## src/rtl/mechine.sv

```systemverilog
// Kiosk keypad controller: keys set the amount, then restime counts down; results visible 1 cycle after the key edge.
// No backpressure: keys are edge-detected one-shots and are dropped outside IDLE/INPUT handling.
module mechine #(
  parameter int TICK_CYCLES = 16
) (
  input  logic       CLK,
  input  logic       reset,
  input  logic       startSet,
  input  logic [4:0] num,
  input  logic       start,
  input  logic       clear,
  input  logic       enter,
  output logic [7:0] money,
  output logic [7:0] restime
);

  localparam int TW = (TICK_CYCLES > 1) ? $clog2(TICK_CYCLES) : 1;
  localparam logic [TW-1:0] TICK_LAST = TW'(TICK_CYCLES - 1);

  typedef enum logic [1:0] {
    IDLE   = 2'd0,
    INPUT  = 2'd1,
    CHARGE = 2'd2
  } state_t;

  state_t        state, state_nxt;
  logic [7:0]    money_nxt, restime_nxt;
  logic [TW-1:0] tick_cnt, tick_nxt;
  logic          set_q;
  logic          key_evt;
  logic          is_digit;
  logic [7:0]    digit_money;

  assign key_evt     = startSet & ~set_q;
  assign is_digit    = ~start & ~clear & ~enter & (num <= 5'd9);
  // Keep only the last two typed digits.
  assign digit_money = (money % 8'd10) * 8'd10 + {3'b000, num};

  always_ff @(posedge CLK) begin
    if (reset) begin
      state    <= IDLE;
      money    <= 8'd0;
      restime  <= 8'd0;
      tick_cnt <= '0;
      set_q    <= 1'b0;
    end else begin
      state    <= state_nxt;
      money    <= money_nxt;
      restime  <= restime_nxt;
      tick_cnt <= tick_nxt;
      set_q    <= startSet;
    end
  end

  always_comb begin
    state_nxt   = state;
    money_nxt   = money;
    restime_nxt = restime;
    tick_nxt    = tick_cnt;
    case (state)
      IDLE: begin
        if (key_evt && start) begin
          state_nxt   = INPUT;
          money_nxt   = 8'd0;
          restime_nxt = 8'd0;
        end
      end
      INPUT: begin
        if (key_evt) begin
          if (start || clear) begin
            money_nxt   = 8'd0;
            restime_nxt = 8'd0;
          end else if (enter) begin
            if (money != 8'd0) begin
              state_nxt = CHARGE;
              tick_nxt  = '0;
            end else begin
              state_nxt = IDLE;
            end
          end else if (is_digit) begin
            money_nxt   = digit_money;
            restime_nxt = {digit_money[6:0], 1'b0};
          end
        end
      end
      CHARGE: begin
        // Keys are ignored here, so a key landing on a tick edge cannot disturb it.
        if (restime == 8'd0) begin
          state_nxt = IDLE;
          money_nxt = 8'd0;
          tick_nxt  = '0;
        end else if (tick_cnt == TICK_LAST) begin
          tick_nxt    = '0;
          restime_nxt = restime - 8'd1;
          if (restime == 8'd1) begin
            state_nxt = IDLE;
            money_nxt = 8'd0;
          end
        end else begin
          tick_nxt = tick_cnt + TW'(1);
        end
      end
      default: begin
        state_nxt   = IDLE;
        money_nxt   = 8'd0;
        restime_nxt = 8'd0;
        tick_nxt    = '0;
      end
    endcase
  end

endmodule

```

## config.mk

```make
export PLATFORM = sky130hd
export DESIGN_NAME = mechine
export DESIGN_NICKNAME = d
export VERILOG_FILES = /design/src/rtl/mechine.sv
export SDC_FILE = /design/constraint.sdc
export NUM_CORES = 1
export LEC_CHECK = 0
export BUFFER_PORTS_ARGS = -buffer_cell sky130_fd_sc_hd__buf_4
export CORE_MARGIN = 4
export CORE_UTILIZATION = 58
export CTS_CLUSTER_SIZE = 25
export DETAILED_ROUTE_END_ITERATION = 16
export GPL_ROUTABILITY_DRIVEN = 1
export HOLD_SLACK_MARGIN = 0.15
export PLACE_DENSITY = 0.8
export SYNTH_ARGS = -nofsm -noshare
export SYNTH_HDL_FRONTEND = slang
export SYNTH_SLANG_ARGS = --single-unit
```

## constraint.sdc

```tcl
create_clock -name CLK -period 5.13 [get_ports CLK]
set_input_delay 0.513 -clock CLK [delete_from_list [all_inputs] [get_ports CLK]]
set_output_delay 0.513 -clock CLK [all_outputs]
set_load 0.05 [all_outputs]
```

==> results.txt, run 1 <==
The number of enable flip-flop cells after synthesis came out at 0. The library cell contributing the largest single delay on the critical path is sky130_fd_sc_hd__dfxtp_1. The min-delay analysis places its worst path in the category in -> reg.

The number of buffers created by CTS came out at 3. The area share of the largest cell type after synthesis came out at between 20% and 30%. The remaining routing DRC violations came out at 0. The share of flip-flops with an asynchronous set or reset came out at 0%. The final worst-path cycle share is slightly below 80%. Once the clock tree was built, the resizer swapped 0 gates to a different size. The congestion estimate from routability-driven global placement came to 0.866. TritonCTS built the clock tree. The number of cells on the worst hold path came out at 2. The logic depth of the worst path, buffers included is 15.

The starting density of the core came out at roughly three fifths. The buffer levels on the longest clock path came out at 2. The maximum number of pins on one net before global-route repair came out at 25. The relative slew slack is 46.0%. The global route total overflow is 0. In this run the power density over the cells is between 150 and 200 nW/µm². The count of buffer and inverter cells on the critical path is 0. The hold buffer count at cts is 0. The flow ran to the end, and the final reports show no timing, DRC or antenna violations. The die footprint came out at 4550 µm². Broken down by cell family, the worst path's largest delay share belongs to compound AO/OA/AOI/OAI gates. The number of buffers inserted by port buffering is 26.

The synthesis warning total came out at 0. The startpoint kind of the worst setup timing path is a register. Across the run, the number of max-cap violations was 0. The number of levels the H-tree was split into is 1.

The register area is approximately 460 µm². Setup violations remaining at the end of the flow were counted as 0. The finished layout cell area came out at ~2300 µm². The clock transition at the registers of the reported paths is 0.13 ns. The wire length per cell is between 10 and 15 µm. Including well taps, the total number of placed cells is 317. The number of post-CTS setup repair buffers is 0. The number of antenna diodes in the final layout is 0. The maximum ir drop on the vdd rail is 0.146 mV. The later-pin clock latency in the skew report came out at between 0.3 and 0.4 ns. The maximum clock frequency came out at between 200 and 250 MHz. The detailed placement HPWL is 3580 µm. The time the worst path needs with I/O delays and setup came out at 4.05 ns.

For this run, the post-layout net count is roughly 310. The filler cell count came out at between 200 and 300. The number of top-level pins is 27. The initial antenna violation count is 0. The floorplan has 21 rows. The area used by multi-input combinational logic came out at about 1500 µm². The synthesized area per cell came out at between 8 and 9 µm². The combined global-route utilization of all metal layers came out at approximately 22%. The via count of the first global-routing pass came out at 1729. In this run, synthesis produced a sequential element count of 23. The DRC marker count from the first detailed-route iteration is a little under 100. The final antenna-violating net count is 0. The count of final hold-check violations is 0. Walking the worst path, the cells encountered are nor4bb_1, a211o_1, a221oi_4, o211ai_1, mux2_2, nand3_1, ha_1, ha_1, fa_1, xnor2_1, a211oi_1, xnor2_1, xnor2_1, or3_1, a21oi_1. The most used flip-flop cell after synthesis is sky130_fd_sc_hd__dfxtp_1. Summing internal, switching and leakage power gives just over 0.0004 W.

The number of library cell types mapped by synthesis came out at between 50 and 60. Compared with the post-synthesis result, the final layout area differs by 12.0%. The total negative setup slack is 0 ns. The largest total area in the synthesized netlist belongs to sky130_fd_sc_hd__dfxtp_1. The data arrival at the endpoint of the critical path is about 4.3 ns.

Yosys attributes the largest share of cell area to sky130_fd_sc_hd__dfxtp_1, sky130_fd_sc_hd__ha_1, sky130_fd_sc_hd__a21oi_1. Setup repair after global routing left no endpoint under its margin. STA classifies the critical path endpoint as a register. Of all nets on the critical path, the largest fanout is 11. The final count of pins violating max slew is 0. The actual transition at the worst max-transition pin is approximately 0.81 ns.

The setup path with the least slack is of type reg -> reg. Summed over all layers, the routed wires come to between 4000 and 5000 µm. The number of non-filler instances in the completed layout is 321. For this run, the detailed router's first-pass iteration total came to 4. The analysis attributes to cell leakage a power of about 0.96 nW.

The cell type with the highest occurrence count on the critical path is sky130_fd_sc_hd__xnor2_1. The placed instances occupy a cell area of 2270 µm². The required time of the worst setup path is 5.39 ns. The root buffer cell chosen for the clock tree is sky130_fd_sc_hd__clkbuf_4. The post-route worst setup slack came out at around 1.1 ns.

In the final layout, the share of cells above drive strength 1 is between 15 and 20%. The core region is between 3000 and 4000 µm². Using the TritonRoute via totals, the vias-per-cell ratio works out to around 6.0. The floorplan die width is about 67 µm. The die outline height came out at 67.5 µm.

Prior to clock tree synthesis, the placed netlist has a worst setup slack of roughly 1.1 ns. In this design, the stage delay of the slowest critical-path cell is approximately 0.58 ns. The number of cell instances on the worst register-to-register path came out at 15. The synthesized instance count is about 250. The clock skew is 0.0110 ns. The global-route wire length before repair came out at about 8000 µm. The number of clock sinks came out at 23.

The total number of vias is a little under 2000. The part of the Yosys area used for sequential elements came out at between 20% and 30%. The synthesized cell area came out at approximately 2000 µm².
[through the flow]
step / hold slack (ns) / utilization, %
2_1_floorplan: 0.449 / -
3_3_place_gp: 0.468 / 67.0
3_5_place_dp: 0.476 / 67.0
4_1_cts: 0.424 / 67.8
5_1_grt: 0.413 / 67.8
6_report: 0.431 / 67.8
[layer usage]
metal / GRT usage [%] / share of wire [%] / routed length, µm
met1: 29.0 / 46 / 2110
met2: 38.0 / 50 / 2260
met3: 2.66 / 3.2 / 145
met4: 4.56 / 0.77 / 35
met5: 0 / 0 / 0
[state kept, by name (all words and copies together) (netlist names)]
register  flops
tick_cnt      4
money         8
state         2
restime       8
set_q         1
[area by class of cell]
| class | instances | area share (%) |
|---|---|---|
| Clock buffer | 3 | 0.980 |
| Clock inverter | 1 | 0.218 |
| Inverter | 8 | 1.31 |
| Multi-Input combinational cell | 214 | 66.5 |
| Sequential cell | 23 | 20.0 |
| Tap cell | 46 | 2.50 |
| Timing Repair Buffer | 26 | 8.49 |
[cells in the mapped netlist (4+ instances only)]
library cell               instances
sky130_fd_sc_hd__inv_1             7
sky130_fd_sc_hd__nor3b_1           4
sky130_fd_sc_hd__a21oi_1          25
sky130_fd_sc_hd__mux2i_1           6
sky130_fd_sc_hd__nor2_1           24
sky130_fd_sc_hd__o21ai_0           9
sky130_fd_sc_hd__o211ai_1          4
sky130_fd_sc_hd__ha_1             19
sky130_fd_sc_hd__nand2_1          23
sky130_fd_sc_hd__xnor2_1           7
sky130_fd_sc_hd__clkbuf_1          6
sky130_fd_sc_hd__nand3_1          10
sky130_fd_sc_hd__and2_1            5
sky130_fd_sc_hd__nor2b_1           4
sky130_fd_sc_hd__a21o_1            5
sky130_fd_sc_hd__xor2_1            5
sky130_fd_sc_hd__dfxtp_1          23
[final timing paths]
path,slack (ns),end,startpoint
hold / removal,0.43,set_q,startSet
setup reg to reg,1.08,money[7],money[6]
setup / recovery,1.08,money[7],money[6]
hold reg to reg,0.49,tick_cnt[1],tick_cnt[1]
[cells in the final DEF (no fill, tap or decap), types with 5 or more instances in the layout]
master and instances:
sky130_fd_sc_hd__mux2i_1 6, sky130_fd_sc_hd__xnor2_1 7, sky130_fd_sc_hd__and2_1 5, sky130_fd_sc_hd__buf_4 26, sky130_fd_sc_hd__a21o_1 5, sky130_fd_sc_hd__xor2_1 5, sky130_fd_sc_hd__nand3_1 10, sky130_fd_sc_hd__ha_1 19
sky130_fd_sc_hd__a21oi_1 25, sky130_fd_sc_hd__inv_1 7, sky130_fd_sc_hd__o21ai_0 9, sky130_fd_sc_hd__dfxtp_1 23, sky130_fd_sc_hd__nand2_1 23, sky130_fd_sc_hd__nor2_1 24
[where the power goes]
group | leakage (nW) | switching (W) | total [W] | internal (W)
Combinational | 0.760 | 0.0000882 | 0.000141 | 0.0000532
Clock | 0.0177 | 0.0000559 | 0.0000850 | 0.0000291
Sequential | 0.186 | 0.00000608 | 0.000189 | 0.000183
[cell families after synthesis]
group	count (synthesis)	share of synthesized area [%]
and+or+nand+nor	99	25.5
adders and majority gates	21	13.5
DFF	23	22.4
buffers and inverters	17	3.29
other	1	0.183
xor gates and xnor gates	12	5.12
AOI/OAI and AO/OA	71	25.2
muxes	9	4.70
Power figures use the tool's default switching activity.
==> inputs of run 2 (changes only) <==
==> constraint.sdc (replaced) <==
create_clock -name CLK -period 3.9 [get_ports CLK]
set_input_delay 0.39 -clock CLK [delete_from_list [all_inputs] [get_ports CLK]]
set_output_delay 0.39 -clock CLK [all_outputs]
set_load 0.05 [all_outputs]
==> run 2 against run 1 <==
Against the previous run:
- sequential share of layout area fell by 0.96 points
- cell count up 3.1%
- clock skew is 0.0091 ns lower
- routed wire length is 11% higher
- fmax rose by 4.0%
- combinational power grew 43%
- clock-buffer cell count unchanged
- power is 34% higher
- first-iteration DRC count down 20%
- largest power group unchanged
- register-to-register slack lost 1.1 ns
- global-route usage rose by 0.60 points
==> results.txt, run 2 (synthesis results as in run 1) <==
The time the worst path needs with I/O delays and setup is 3.90 ns (-0.155 ns). The global route total overflow came out at 0 (unchanged). The via density per instance is 6.06 (+1.2%). The buffer levels on the longest clock path is 2 (unchanged). The number of placed instances, taps included came out at 320 (+0.95%). Traced cell by cell, the critical path runs through buf_6, nor3b_1, a211o_1, a221oi_4, o211ai_1, mux2_4, nand3_4, ha_4, ha_4, fa_2, inv_2, a211oi_2, xnor2_1, xnor2_1, or3_1, a21oi_2. The finished layout cell area is 2500 µm² (+8.8%). The routability congestion estimate came out at 0.848 (-2.1%). The number of standard-cell rows in the floorplan came out at 21 (unchanged). STA classifies the critical path startpoint as a register. The library cell used most frequently in the layout, excluding fill and tap cells, is sky130_fd_sc_hd__buf_4.

The later-pin clock latency in the skew report came to 0.31 ns (about the same). Leaving out fill and tap cells, the most frequent cells in the layout are sky130_fd_sc_hd__buf_4, sky130_fd_sc_hd__nand2_1, sky130_fd_sc_hd__nor2_1. The number of top-level pins was 27 (unchanged). The largest registers in the layout are money x8, restime x8, tick_cnt x4. The data arrival at the endpoint of the critical path is 4.15 ns (-0.16 ns). The final worst-path cycle share is 99.9% (+21 points). The required time of the worst setup path came out at 4.15 ns (-1.24 ns). In this run the clock root is driven by a sky130_fd_sc_hd__clkbuf_4. The DRC marker count from the first detailed-route iteration was 78 (-20%). The final cell utilization of the core is 73.8% (+5.9 points).

The remaining routing DRC violations came out at 0 (unchanged). The combined global-route utilization of all metal layers is 22.5% (+0.60 points). The clock skew came out at 0.00196 ns (-0.00906 ns). The actual transition at the worst max-transition pin was 0.862 ns (+0.0543 ns). The area growth from synthesis to final layout came out at 21.8%.

The global-route wire length before repair is 8020 µm (+2.4%). The wire length per cell came out at 15.2 µm (+7.3%). The starting density of the core is 60.5% (unchanged). Setup repair after global routing could not meet its margin everywhere. The floorplan die width is 67.5 µm (unchanged). The maximum number of pins on one net before global-route repair came to 25 (unchanged).

The post-place instance area is 2300 µm² (+1.5%). The placeable core area was 3390 µm² (unchanged). The clock transition at the registers of the reported paths was 0.12 ns (about the same). The kind of cell with the highest combined delay along the critical path is compound AO/OA/AOI/OAI gates. The maximum clock frequency was 257 MHz (+4.0%). The worst stage delay on the critical path is 0.58 ns (about the same). The number of nets in the final layout came out at 318 (+3.2%).

The leakage power came out at 1.05 nW (+8.7%). The detailed placement HPWL is 3610 µm (+0.96%). The die footprint is 4550 µm² (unchanged).

The via count of the first global-routing pass was 1797 (+3.9%). The number of buffers created by CTS came out at 3 (unchanged). The final antenna diode count was 0 (unchanged). The count of final hold-check violations is 0 (unchanged). STA classifies the critical path endpoint as a register. The number of max-capacitance violations reported came out at 0 (unchanged).

The maximum ir drop on the vdd rail was 0.179 mV (+23%). The initial antenna violation count came to 0 (unchanged). The number of non-filler instances in the completed layout came out at 331 (+3.1%). The final setup violation count came out at 0 (unchanged). The post-detailed-routing wire length came out at 5040 µm (+11%). The final antenna-violating net count was 0 (unchanged). The total number of vias came to 2005 (+4.4%).

The flow ran to the end, and the final reports show no timing, DRC or antenna violations. The filler cell count came out at 262 (-12%). The length of the first detailed-routing pass in iterations came out at 7 (+3). The die outline height came out at 67.5 µm (unchanged). The ratio of cells with drive above 1 in the final layout is 24.9% (+9.6 points). The number of levels the H-tree was split into came to 1 (unchanged). The highest fanout seen on the critical path is 5 (-6). The relative slew slack is 42.4% (-3.6 points). The critical path is of the reg -> reg type. The power per standard cell area came to 223 nW/µm² (+23%). On the critical path, the stage with the largest delay is an instance of sky130_fd_sc_hd__fa_2.

The number of buffers inserted by port buffering is 26 (unchanged). In this run the worst hold path is classified as in -> reg. TritonCTS built the clock tree.

The number of clock sinks came out at 23 (unchanged). The final count of pins violating max slew was 0 (unchanged). The count of buffer and inverter cells on the critical path came out at 2 (+2).
run 2: what timing repair did:
action                                  CTS  global route
pin swaps                                 0            12
hold buffers                              0             0
gates resized for setup                   1            23
buffers inserted                          0             7
endpoints found under the setup margin    1             4
run 2: where the power goes:
group	leakage, nW	internal [W]	total [W]	switching [W]
clock	0.0177	0.0000384	0.000110	0.0000715
sequential	0.190	0.000238	0.000246	0.00000768
combinational	0.840	0.0000786	0.000201	0.000122
run 2: final cells by class:
type	count	area, µm²	share of cell area, %
Multi-Input combinational cell	214	1630	65.0
Sequential cell	23	477	19.1
Timing Repair Buffer	36	283	11.3
Tap cell	46	57.6	2.30
Inverter	8	30.0	1.20
Clock buffer	3	22.5	0.901
Clock inverter	1	5.00	0.200
run 2: per-layer routing:
layer  up-vias  GRT usage [%]  routed length (µm)
met5         -              0                   0
met3        12           3.49                 239
met1       951           27.6                2110
met4         0           5.06                 102
met2        50           40.9                2590
li1        992              -                   -
run 2: path summary, 6_finish.rpt:
check        cells after the start   startpoint  slack, ns           to
min                              2     startSet       0.30        set_q
max                             16     money[7]      0.004     money[7]
min reg2reg                      2  tick_cnt[1]       0.49  tick_cnt[1]
max reg2reg                     16     money[7]      0.004     money[7]
run 2: through the flow:
step / total power, W / hold slack, ns / setup slack, ns / TNS [ns]
2_1_floorplan: 0.000390 / 0.449 / 0.0285 / 0
3_3_place_gp: 0.000436 / 0.464 / 0.138 / 0
3_5_place_dp: 0.000438 / 0.473 / 0.0469 / 0
4_1_cts: 0.000546 / 0.295 / 0.0151 / 0
5_1_grt: 0.000589 / 0.328 / -0.148 / -0.294
6_report: 0.000557 / 0.304 / 0.00357 / 0
run 2: worst reg2reg max path, delay by kind of cell, from the launching register on:
| family | cells | cell delay, ns |
|---|---|---|
| compound gates | 5 | 1.21 |
| fa+ha+maj | 3 | 0.95 |
| simple gates | 3 | 0.56 |
| flops | 1 | 0.38 |
| mux | 1 | 0.32 |
| xor+xnor | 2 | 0.25 |
| buf+inv | 2 | 0.16 |
